`src/rtl/gamepad_multi_pkg.sv`:
```
// Shared constants for the multi-controller TT Gamepad Pmod peripheral.
// Holds the register address map, the per-controller bit count and the
// CTRL register bit positions, plus a helper that forms the byte address
// of an indexed register (STATE i / EVENTS i).
package gamepad_multi_pkg;

    localparam int CTRL_BITS = 12;

    localparam logic [5:0] ADDR_CTRL       = 6'h00;
    localparam logic [5:0] ADDR_STATUS     = 6'h04;
    localparam logic [5:0] ADDR_STATE_BASE = 6'h10;
    localparam logic [5:0] ADDR_EVENT_BASE = 6'h20;

    localparam int CTRL_ENABLE_BIT = 0;
    localparam int CTRL_IRQ_EN_BIT = 1;

    // Indexed registers are word-spaced from their base.
    function automatic logic [5:0] reg_addr(input logic [5:0] base, input int idx);
        return base + 6'(idx * 4);
    endfunction

endpackage

```
`src/rtl/gamepad_serial_rx.sv`:
```
// Pmod serial front end: synchronises data/clk/latch, detects rising edges
// and shifts the data stream into a WIDTH-bit register.
// Ports:
//   clk, rst_n     - system clock, synchronous active-low reset
//   i_pmod_data    - serial data pin (asynchronous)
//   i_pmod_clk     - serial clock pin (asynchronous)
//   i_pmod_latch   - frame latch pin (asynchronous)
//   o_shift        - current shift register contents (first bit sent is MSB)
//   o_latch_pulse  - one-cycle pulse on a synchronised latch rising edge
module gamepad_serial_rx
    import gamepad_multi_pkg::*;
#(
    parameter int WIDTH = 2 * CTRL_BITS
) (
    input  logic             clk,
    input  logic             rst_n,
    input  logic             i_pmod_data,
    input  logic             i_pmod_clk,
    input  logic             i_pmod_latch,
    output logic [WIDTH-1:0] o_shift,
    output logic             o_latch_pulse
);

    // Synchroniser bit order: [2]=data, [1]=clk, [0]=latch.
    // Data travels through the same two flops as clk so it is aligned with
    // the detected clk edge.
    logic [2:0]       r_sync1;
    logic [2:0]       r_sync2;
    logic [1:0]       r_prev;      // [1]=clk, [0]=latch
    logic [WIDTH-1:0] r_shift;
    logic             w_clk_rise;

    assign w_clk_rise    = r_sync2[1] & ~r_prev[1];
    // Combinational pulse so the capture lands on the third clk edge after
    // the latch pin rises.
    assign o_latch_pulse = r_sync2[0] & ~r_prev[0];
    assign o_shift       = r_shift;

    always_ff @(posedge clk) begin
        if (!rst_n) begin
            r_sync1 <= '0;
            r_sync2 <= '0;
            r_prev  <= '0;
            r_shift <= '1;
        end else begin
            r_sync1 <= {i_pmod_data, i_pmod_clk, i_pmod_latch};
            r_sync2 <= r_sync1;
            r_prev  <= r_sync2[1:0];
            if (w_clk_rise) begin
                r_shift <= {r_shift[WIDTH-2:0], r_sync2[2]};
            end
        end
    end

endmodule

```
`src/rtl/tqvp_gamepad_multi.sv`:
```
// TinyQV peripheral for a chain of NUM_CTRL TT Gamepad controllers.
// Captures each latched frame, reports button state and presence, records
// sticky press/release events (write-1-to-clear) with a level interrupt and
// runs a frame watchdog that blanks the captured data when latching stops.
// Ports:
//   clk, rst_n      - system clock, synchronous active-low reset
//   ui_in           - [6]=pmod_data, [5]=pmod_clk, [4]=pmod_latch
//   uo_out          - tied 0
//   address         - byte address within the peripheral
//   data_in         - write data
//   data_write_n    - 2'b11 = no write, otherwise write
//   data_read_n     - read strobe (reads are combinational, so unused)
//   data_out        - read data, combinational from address
//   data_ready      - constant 1
//   user_interrupt  - irq_en and any event bit set
module tqvp_gamepad_multi
    import gamepad_multi_pkg::*;
#(
    parameter int NUM_CTRL       = 2,
    parameter int TIMEOUT_CYCLES = 2000000
) (
    input  logic        clk,
    input  logic        rst_n,
    input  logic [7:0]  ui_in,
    output logic [7:0]  uo_out,
    input  logic [5:0]  address,
    input  logic [31:0] data_in,
    input  logic [1:0]  data_write_n,
    input  logic [1:0]  data_read_n,
    output logic [31:0] data_out,
    output logic        data_ready,
    output logic        user_interrupt
);

    localparam int W    = NUM_CTRL * CTRL_BITS;
    localparam int WD_W = $clog2(TIMEOUT_CYCLES + 1);
    localparam logic [WD_W-1:0] WD_MAX = WD_W'(TIMEOUT_CYCLES);

    logic [W-1:0]      w_shift;
    logic              w_latch_pulse;
    logic              w_accept;
    logic              w_write;
    logic [W-1:0]      r_cap;
    logic [W-1:0]      r_prev_cap;
    logic [WD_W-1:0]   r_wd;
    logic              r_stale;
    logic              r_enable;
    logic              r_irq_en;
    logic [15:0]       r_frame_count;
    logic [W-1:0]      r_press_ev;
    logic [W-1:0]      r_release_ev;
    logic [W-1:0]      w_press_set;
    logic [W-1:0]      w_release_set;
    logic [W-1:0]      w_press_clr;
    logic [W-1:0]      w_release_clr;
    logic [NUM_CTRL-1:0] w_present;
    logic [3:0]        w_present_4;
    logic              w_unused;

    gamepad_serial_rx #(.WIDTH(W)) u_rx (
        .clk          (clk),
        .rst_n        (rst_n),
        .i_pmod_data  (ui_in[6]),
        .i_pmod_clk   (ui_in[5]),
        .i_pmod_latch (ui_in[4]),
        .o_shift      (w_shift),
        .o_latch_pulse(w_latch_pulse)
    );

    assign w_accept    = w_latch_pulse & r_enable;
    assign w_write     = (data_write_n != 2'b11);
    assign w_present_4 = 4'(w_present);

    // Per-controller presence, event detection and W1C clear masks.
    for (genvar gi = 0; gi < NUM_CTRL; gi++) begin : g_ctrl
        logic [CTRL_BITS-1:0] w_new;
        logic [CTRL_BITS-1:0] w_old;
        logic                 w_both_present;
        logic                 w_clr_sel;

        assign w_new          = r_cap[gi*CTRL_BITS +: CTRL_BITS];
        assign w_old          = r_prev_cap[gi*CTRL_BITS +: CTRL_BITS];
        assign w_present[gi]  = (w_new != '1);
        // Plugging or unplugging a controller must not look like button activity.
        assign w_both_present = w_present[gi] & (w_old != '1);
        assign w_clr_sel      = w_write && (address == reg_addr(ADDR_EVENT_BASE, gi));

        assign w_press_set[gi*CTRL_BITS +: CTRL_BITS]   = w_both_present ? (w_new & ~w_old) : '0;
        assign w_release_set[gi*CTRL_BITS +: CTRL_BITS] = w_both_present ? (~w_new & w_old) : '0;
        assign w_press_clr[gi*CTRL_BITS +: CTRL_BITS]   = w_clr_sel ? data_in[11:0]  : '0;
        assign w_release_clr[gi*CTRL_BITS +: CTRL_BITS] = w_clr_sel ? data_in[27:16] : '0;
    end

    // Control, capture, watchdog and frame counter.
    always_ff @(posedge clk) begin
        if (!rst_n) begin
            r_enable      <= 1'b0;
            r_irq_en      <= 1'b0;
            r_cap         <= '1;
            r_prev_cap    <= '1;
            r_wd          <= '0;
            r_stale       <= 1'b0;
            r_frame_count <= '0;
        end else begin
            if (w_write && address == ADDR_CTRL) begin
                r_enable <= data_in[CTRL_ENABLE_BIT];
                r_irq_en <= data_in[CTRL_IRQ_EN_BIT];
            end
            // Tracks cap one cycle behind so events see each change exactly once.
            r_prev_cap <= r_cap;
            if (w_accept) begin
                r_cap         <= w_shift;
                r_stale       <= 1'b0;
                r_wd          <= '0;
                r_frame_count <= r_frame_count + 16'd1;
            end else if (!r_enable) begin
                r_wd <= '0;
            end else if (r_wd != WD_MAX) begin
                r_wd <= r_wd + 1'b1;
                if (r_wd == WD_MAX - 1'b1) begin
                    r_cap   <= '1;
                    r_stale <= 1'b1;
                end
            end
        end
    end

    // Sticky events: a set in the same cycle as a clear of that bit wins.
    always_ff @(posedge clk) begin
        if (!rst_n) begin
            r_press_ev   <= '0;
            r_release_ev <= '0;
        end else begin
            r_press_ev   <= (r_press_ev & ~w_press_clr) | w_press_set;
            r_release_ev <= (r_release_ev & ~w_release_clr) | w_release_set;
        end
    end

    always_comb begin
        data_out = '0;
        if (address == ADDR_CTRL) begin
            data_out = {30'h0, r_irq_en, r_enable};
        end else if (address == ADDR_STATUS) begin
            data_out = {r_frame_count, 7'h0, r_stale, 4'h0, w_present_4};
        end
        for (int i = 0; i < NUM_CTRL; i++) begin
            if (address == reg_addr(ADDR_STATE_BASE, i)) begin
                data_out = {20'h0, r_cap[i*CTRL_BITS +: CTRL_BITS]};
            end
            if (address == reg_addr(ADDR_EVENT_BASE, i)) begin
                data_out = {4'h0, r_release_ev[i*CTRL_BITS +: CTRL_BITS],
                            4'h0, r_press_ev[i*CTRL_BITS +: CTRL_BITS]};
            end
        end
    end

    assign uo_out         = 8'h00;
    assign data_ready     = 1'b1;
    assign user_interrupt = r_irq_en & ((|r_press_ev) | (|r_release_ev));

    // Pins and bus fields with no function in this peripheral.
    assign w_unused = &{1'b0, data_read_n, ui_in, data_in};

endmodule

```
`config.mk`:
```
export PLATFORM = sky130hd
export DESIGN_NAME = tqvp_gamepad_multi
export DESIGN_NICKNAME = d
export VERILOG_FILES = /design/src/rtl/gamepad_multi_pkg.sv /design/src/rtl/gamepad_serial_rx.sv /design/src/rtl/tqvp_gamepad_multi.sv
export SDC_FILE = /design/constraint.sdc
export NUM_CORES = 1
export LEC_CHECK = 0
export CORE_MARGIN = 3
export CORE_UTILIZATION = 50
export DETAILED_ROUTE_END_ITERATION = 10
export PLACE_DENSITY = 0.79
export SYNTH_ARGS = -nofsm -noshare
export SYNTH_HDL_FRONTEND = slang
export SYNTH_HIERARCHICAL = 1
export SYNTH_SLANG_ARGS = --single-unit
```
`constraint.sdc`:
```
create_clock -name clk -period 11.4 [get_ports clk]
set_clock_uncertainty 0.05 [all_clocks]
set_input_delay 3.42 -clock clk [delete_from_list [all_inputs] [get_ports clk]]
set_output_delay 3.42 -clock clk [all_outputs]
set_load 0.01 [all_outputs]
```
## Word level (Yosys, flattened, before mapping)

Index checks and enable logic that the tools add are counted.

| storage, ports and cells | value |
|---|---|
| memory bits (writable) | 0 |
| bits in latches | 0 |
| memories kept | 0 |
| input bits | 52 |
| output and inout bits | 42 |
| flip-flop bits (word level) | 168 |
| ROM bits | 0 |
| word-level logic and storage cells | 83 |

| cells by class | value |
|---|---|
| multipliers | 0 |
| multiplexer cells | 18 |
| order comparisons | 0 |
| add/sub/neg operators | 2 |
| equality and inequality tests | 12 |
| bitwise operators | 25 |
| divide/modulo/power cells | 0 |
| shift operators | 0 |
| reductions and logical operators | 13 |

Operators by type and width:

| kind | count |
|---|---|
| 32-bit 2-to-1 mux | 6 |
| 12-bit 2-to-1 mux | 8 |
| 24-bit 2-to-1 mux | 4 |
| 12-bit bitwise AND | 4 |
| 24-bit bitwise AND | 2 |
| 12-bit inequality test (second input constant) | 4 |
| 12-bit inverter | 4 |
| 24-bit inverter | 2 |
| 24-bit bitwise OR | 2 |
| 24-bit OR reduction | 2 |
| 21-bit by 1-bit adder with 21-bit output (second input constant) | 1 |
| 21-bit == test (second input constant) | 1 |
| 21-bit inequality test (second input constant) | 1 |
| 16-bit by 1-bit adder with 16-bit output (second input constant) | 1 |
| 6-bit by 5-bit == test with 1-bit output (second input constant) | 2 |
| 6-bit == test (second input constant) | 2 |
| 1-bit bitwise AND | 6 |
| 6-bit by 3-bit == test with 1-bit output (second input constant) | 1 |
| 6-bit logical NOT | 1 |
| 3-bit AND reduction | 2 |
| 2-bit nonzero test | 3 |
| 1-bit inverter | 4 |
| 1-bit logical AND | 3 |
| 3-bit OR reduction | 1 |
| other kinds (3) | 3 |

## Logic depth before layout (Yosys ltp)

| depth | value |
|---|---|
| depth in word-level cells | 7 |
| gate-level depth with buffers | 7 |
| gate-level depth less buffers | 5 |

## Modules after synthesis

Netlist, hierarchy kept.

By module, submodules not included:

| module | cells an instance | sequential area each (um2) | times used | area an instance (um2) |
|---|---|---|---|---|
| tqvp_gamepad_multi | 729 | 2,722.6 | 1 | 6,264.8 |
| gamepad_serial_rx | 97 | 640.6 | 1 | 1,196.1 |

## Least setup slack after synthesis

OpenSTA, ideal clock, no wires.

| timing | value |
|---|---|
| path kind | input port to output port |
| start point | input address[4] |
| end point | output data_out[8] |
| setup slack | 2.905 ns |
| stages | 7 |
| required time | 7.930 ns |
| buffers on the path | 3 |
| arrival | 5.025 ns |
| cell sequence | buf_2 -> or4b_1 -> buf_2 -> nor3_2 -> buf_4 -> a221oi_1 -> o31ai_1 |

| on the way | value |
|---|---|
| cells in the longest elaborated chain, start to end | 7 |
| elaborated cells on any way between the ends | 12 |
| classes of those cells | eq/ne (5); mux (6); reduce/logical (1) |

RTL lines:

| item | RTL line | source |
|---|---|---|
| start, declared | tqvp_gamepad_multi.sv:26 | `input logic [5:0] address,` |
| 6-bit by 3-bit == test with 1-bit output | tqvp_gamepad_multi.sv:143 | `end else if (address == ADDR_STATUS) begin` |
| 32-bit 2-to-1 mux | tqvp_gamepad_multi.sv:143 |  |
| 32-bit 2-to-1 mux | tqvp_gamepad_multi.sv:141 | `if (address == ADDR_CTRL) begin` |
| 32-bit 2-to-1 mux | tqvp_gamepad_multi.sv:147 | `if (address == reg_addr(ADDR_STATE_BASE, i)) begin` |
| 32-bit 2-to-1 mux | tqvp_gamepad_multi.sv:150 | `if (address == reg_addr(ADDR_EVENT_BASE, i)) begin` |
| 32-bit 2-to-1 mux | tqvp_gamepad_multi.sv:147 |  |
| 32-bit 2-to-1 mux (*) | tqvp_gamepad_multi.sv:150 |  |
| end, declared | tqvp_gamepad_multi.sv:30 | `output logic [31:0] data_out,` |

Mark *: on every way between the ends. The rest lies on a longest branch, timed or not.

## Worst setup path after layout

Same ends and word-level chain as after synthesis.

==> metrics <==
clock latency at the later pin of the worst-skew pair 0.43 ns; Port-buffer cells 65; Critical Path Source Type input pin; largest net degree at the start of global routing 90; Routed met3 length 2002 µm; Mapped Cells slightly above 800; Critical Path AT 6.31 ns; Root Buffer clkbuf_16; slowest stage delay, CP 0.71 ns; RSZ-0062 raised after global routing no; grt ovf 0; Hold/Removal Path Class flip-flop to flip-flop; Worst Setup SP address[4]; first-pass GRT wire length 31,780 µm; Max Used Layer met4; width of the die 128.2 µm; fin. max-slew vios 0; final hold violations 0; total negative slack 0 ns; hold_buf cts 0; Tightest Pin Transition 1.140 ns; HPWL Detailed roughly 14,000 µm; register area share after synthesis 45.08%; fin util slightly below 60%; final period utilization 85.76%; Max Fclk 0.1023 GHz; # clock sinks 168; max_cap viols 0; post-synth cell types 58; area of the core 0.01459 mm²; Starting Density around half; R2R cell count 4; gr usage total between 20% and 30%; vias 6,448; most common cell after layout, fill and taps aside dfxtp_1; Setup violations, final 0; Crit Path Category input pin to output pin; ys async rst share 0%; WP buf/inv 3; worst r2r src r_cap[12]; flops & latches, synth between 150 and 200; vias per cell 6.049; Post-synth EDFFs 0; CTS tree yes; LEAKAGE 3.212 nW; fraction of layout cells with a size suffix above 1 around 6.8%; Post-Layout Cell Count 1,066; Slowest cell on crit path or4b_1; wire length per cell ~19 µm; pwr dens 139.4 mW/mm²; Die Y about 130 µm; Mapped Area 0.007461 mm²; Fill cells around 1.2k; Ys Warns 6; Layout area overhead 16.65%; number of instances in the placed design about 1.0k; total die area 0.01642 mm²; Worst setup endpoint data_out[8]; DRT antenna net count 0; Tmin final between 9 and 10 ns; Post-CTS Resized 0; cts bufs inserted 17; Post-Route WL 20,060 µm; diodes inserted 0; deepest clock path buffer count 2; syn avg cell area about 9.0 µm²; hold depth 1; clock transition at the registers of the reported paths 0.06 ns; drt pass-1 iters 7; Worst path most repeated cell clkdlybuf4s50_1; Critical Path Fanout Max 23; worst reg-to-reg setup slack ~9.2 ns; Rows between 40 and 50; status completed; Nets 926; DR iter-0 viols 885; Critical Path RT 7.93 ns; Main synth FF type dfxtp_1; reg2reg end r_release_ev[13]; Setup crit end kind output pin; relative slew slack approximately a quarter; I/O Pins 94; vias in the first global route 5,952; buffer count from post-CTS setup fixing 0; cells along the critical path clkdlybuf4s50_1 > or4b_1 > nor3_2 > buf_4 > a221oi_1 > o31ai_1 > clkdlybuf4s50_1; DRC 0; critical path depth 7; met2 WL 9066 µm; initial antenna violation count 0; Worst path top cell family by delay buffers and inverters; WL met1 8402 µm; H-Tree Depth 4; Placer Congestion 0.9570; most frequent cells in the layout dfxtp_1 (168), nor2_1 (83), clkdlybuf4s50_1 (64); maximum vdd drop 108.4 µV
## worst min-delay path by stage
stage | to | start | slack [ns]
after floorplan | u_rx/r_sync2[0] | u_rx/r_sync1[0] | 0.36
after global placement | u_rx/r_sync2[0] | u_rx/r_sync1[0] | 0.37
after detailed placement | u_rx/r_sync2[0] | u_rx/r_sync1[0] | 0.37
after CTS | u_rx/r_sync2[0] | u_rx/r_sync1[0] | 0.38
after global routing | u_rx/r_sync2[2] | u_rx/r_sync1[2] | 0.39
final | u_rx/r_sync2[2] | u_rx/r_sync1[2] | 0.38
## logic make-up (layout without fill, tap and decap cells)
logic type | after synthesis | after routing | synth area share, %
and+or+nand+nor | 307 | 307 | 23.21
xor gates and xnor gates | 18 | 18 | 2.113
buffers and inverters | 100 | 145 | 6.524
muxes | 32 | 32 | 4.293
other | 2 | 13 | 0.1007
AOI/OAI and AO/OA | 196 | 196 | 18.18
adders and majority gates | 3 | 3 | 0.5032
DFF | 168 | 168 | 45.08
## worst reg2reg max path, stage by stage, from the launching register on
cell     delay (ns)
dfxtp_1        0.45
nand4_1        0.12
nor3_1         0.73
nor2_1         0.44
a31o_2         0.35
## metal layers
layer / global-route usage [%] / up-vias
met1: 33.17 / 2999
met3: 6.083 / 58
met4: 8.365 / 0
li1: - / 3029
met2: 39.09 / 362
met5: 0 / -
## cell type report
class                   instances  area [µm²]  share of cell area (%)
multi-input cells             569        3652                   41.96
flip-flops and latches        168        3363                   38.64
repair buffers                 74       713.2                   8.194
clock buffers                  20       446.7                   5.132
well taps                     184       230.2                   2.645
inverters                      41       153.9                   1.768
clock inverters                10       143.9                   1.653
## Yosys cell counts (5+ instances only)
library cell | n | area share, %
and4_1 | 8 | 0.94
nor4b_1 | 14 | 1.6
o21a_1 | 24 | 2.4
and2_1 | 17 | 1.4
and2b_1 | 20 | 2.0
a221oi_1 | 10 | 1.2
buf_4 | 16 | 1.6
nand2_1 | 53 | 2.7
xor2_1 | 14 | 1.6
clkbuf_1 | 28 | 1.4
a31oi_1 | 5 | 0.42
nor2_1 | 83 | 4.2
o31ai_1 | 6 | 0.60
a31o_2 | 12 | 1.4
o21ai_0 | 18 | 1.2
mux2i_1 | 32 | 4.3
a21boi_1 | 8 | 0.80
or4_1 | 5 | 0.50
a222oi_1 | 12 | 1.6
a31o_1 | 12 | 1.4
a21oi_1 | 61 | 4.1
nor4_1 | 15 | 1.3
dfxtp_1 | 168 | 45
nor3b_1 | 10 | 1.0
nor2b_1 | 7 | 0.59
nand3_1 | 14 | 0.94
a21boi_0 | 16 | 1.6
buf_2 | 9 | 0.60
nor3_1 | 8 | 0.54
nand4_1 | 26 | 2.2
inv_1 | 41 | 2.1
## metrics by stage
step / instance area, µm² / hold WS [ns] / worst slack (ns) / power (mW)
2_1_floorplan: 7502 / 0.3619 / 2.905 / 0.6244
3_3_place_gp: 8113 / 0.3671 / 1.632 / 0.6411
3_5_place_dp: 8113 / 0.3696 / 1.688 / 0.6411
4_1_cts: 8703 / 0.3835 / 1.657 / 1.220
5_1_grt: 8703 / 0.3882 / 1.448 / 1.246
6_report: 8703 / 0.3805 / 1.623 / 1.213
## registers in the layout, summed over array words and instances, names as in the netlist
register,cells
u_rx/r_sync2,3
r_frame_count,16
u_rx/r_sync1,3
r_prev_cap,24
r_enable,1
u_rx/o_shift,24
r_stale,1
r_release_ev,24
r_cap,24
r_irq_en,1
r_press_ev,24
r_wd,21
u_rx/r_prev,2
## power by group
part | switching, mW | internal (mW) | leakage, nW
Sequential | 0.000560 | 0.588 | 1.36
Combinational | 0.0214 | 0.0179 | 1.58
Clock | 0.236 | 0.350 | 0.279
Power figures use the tool's default switching activity.
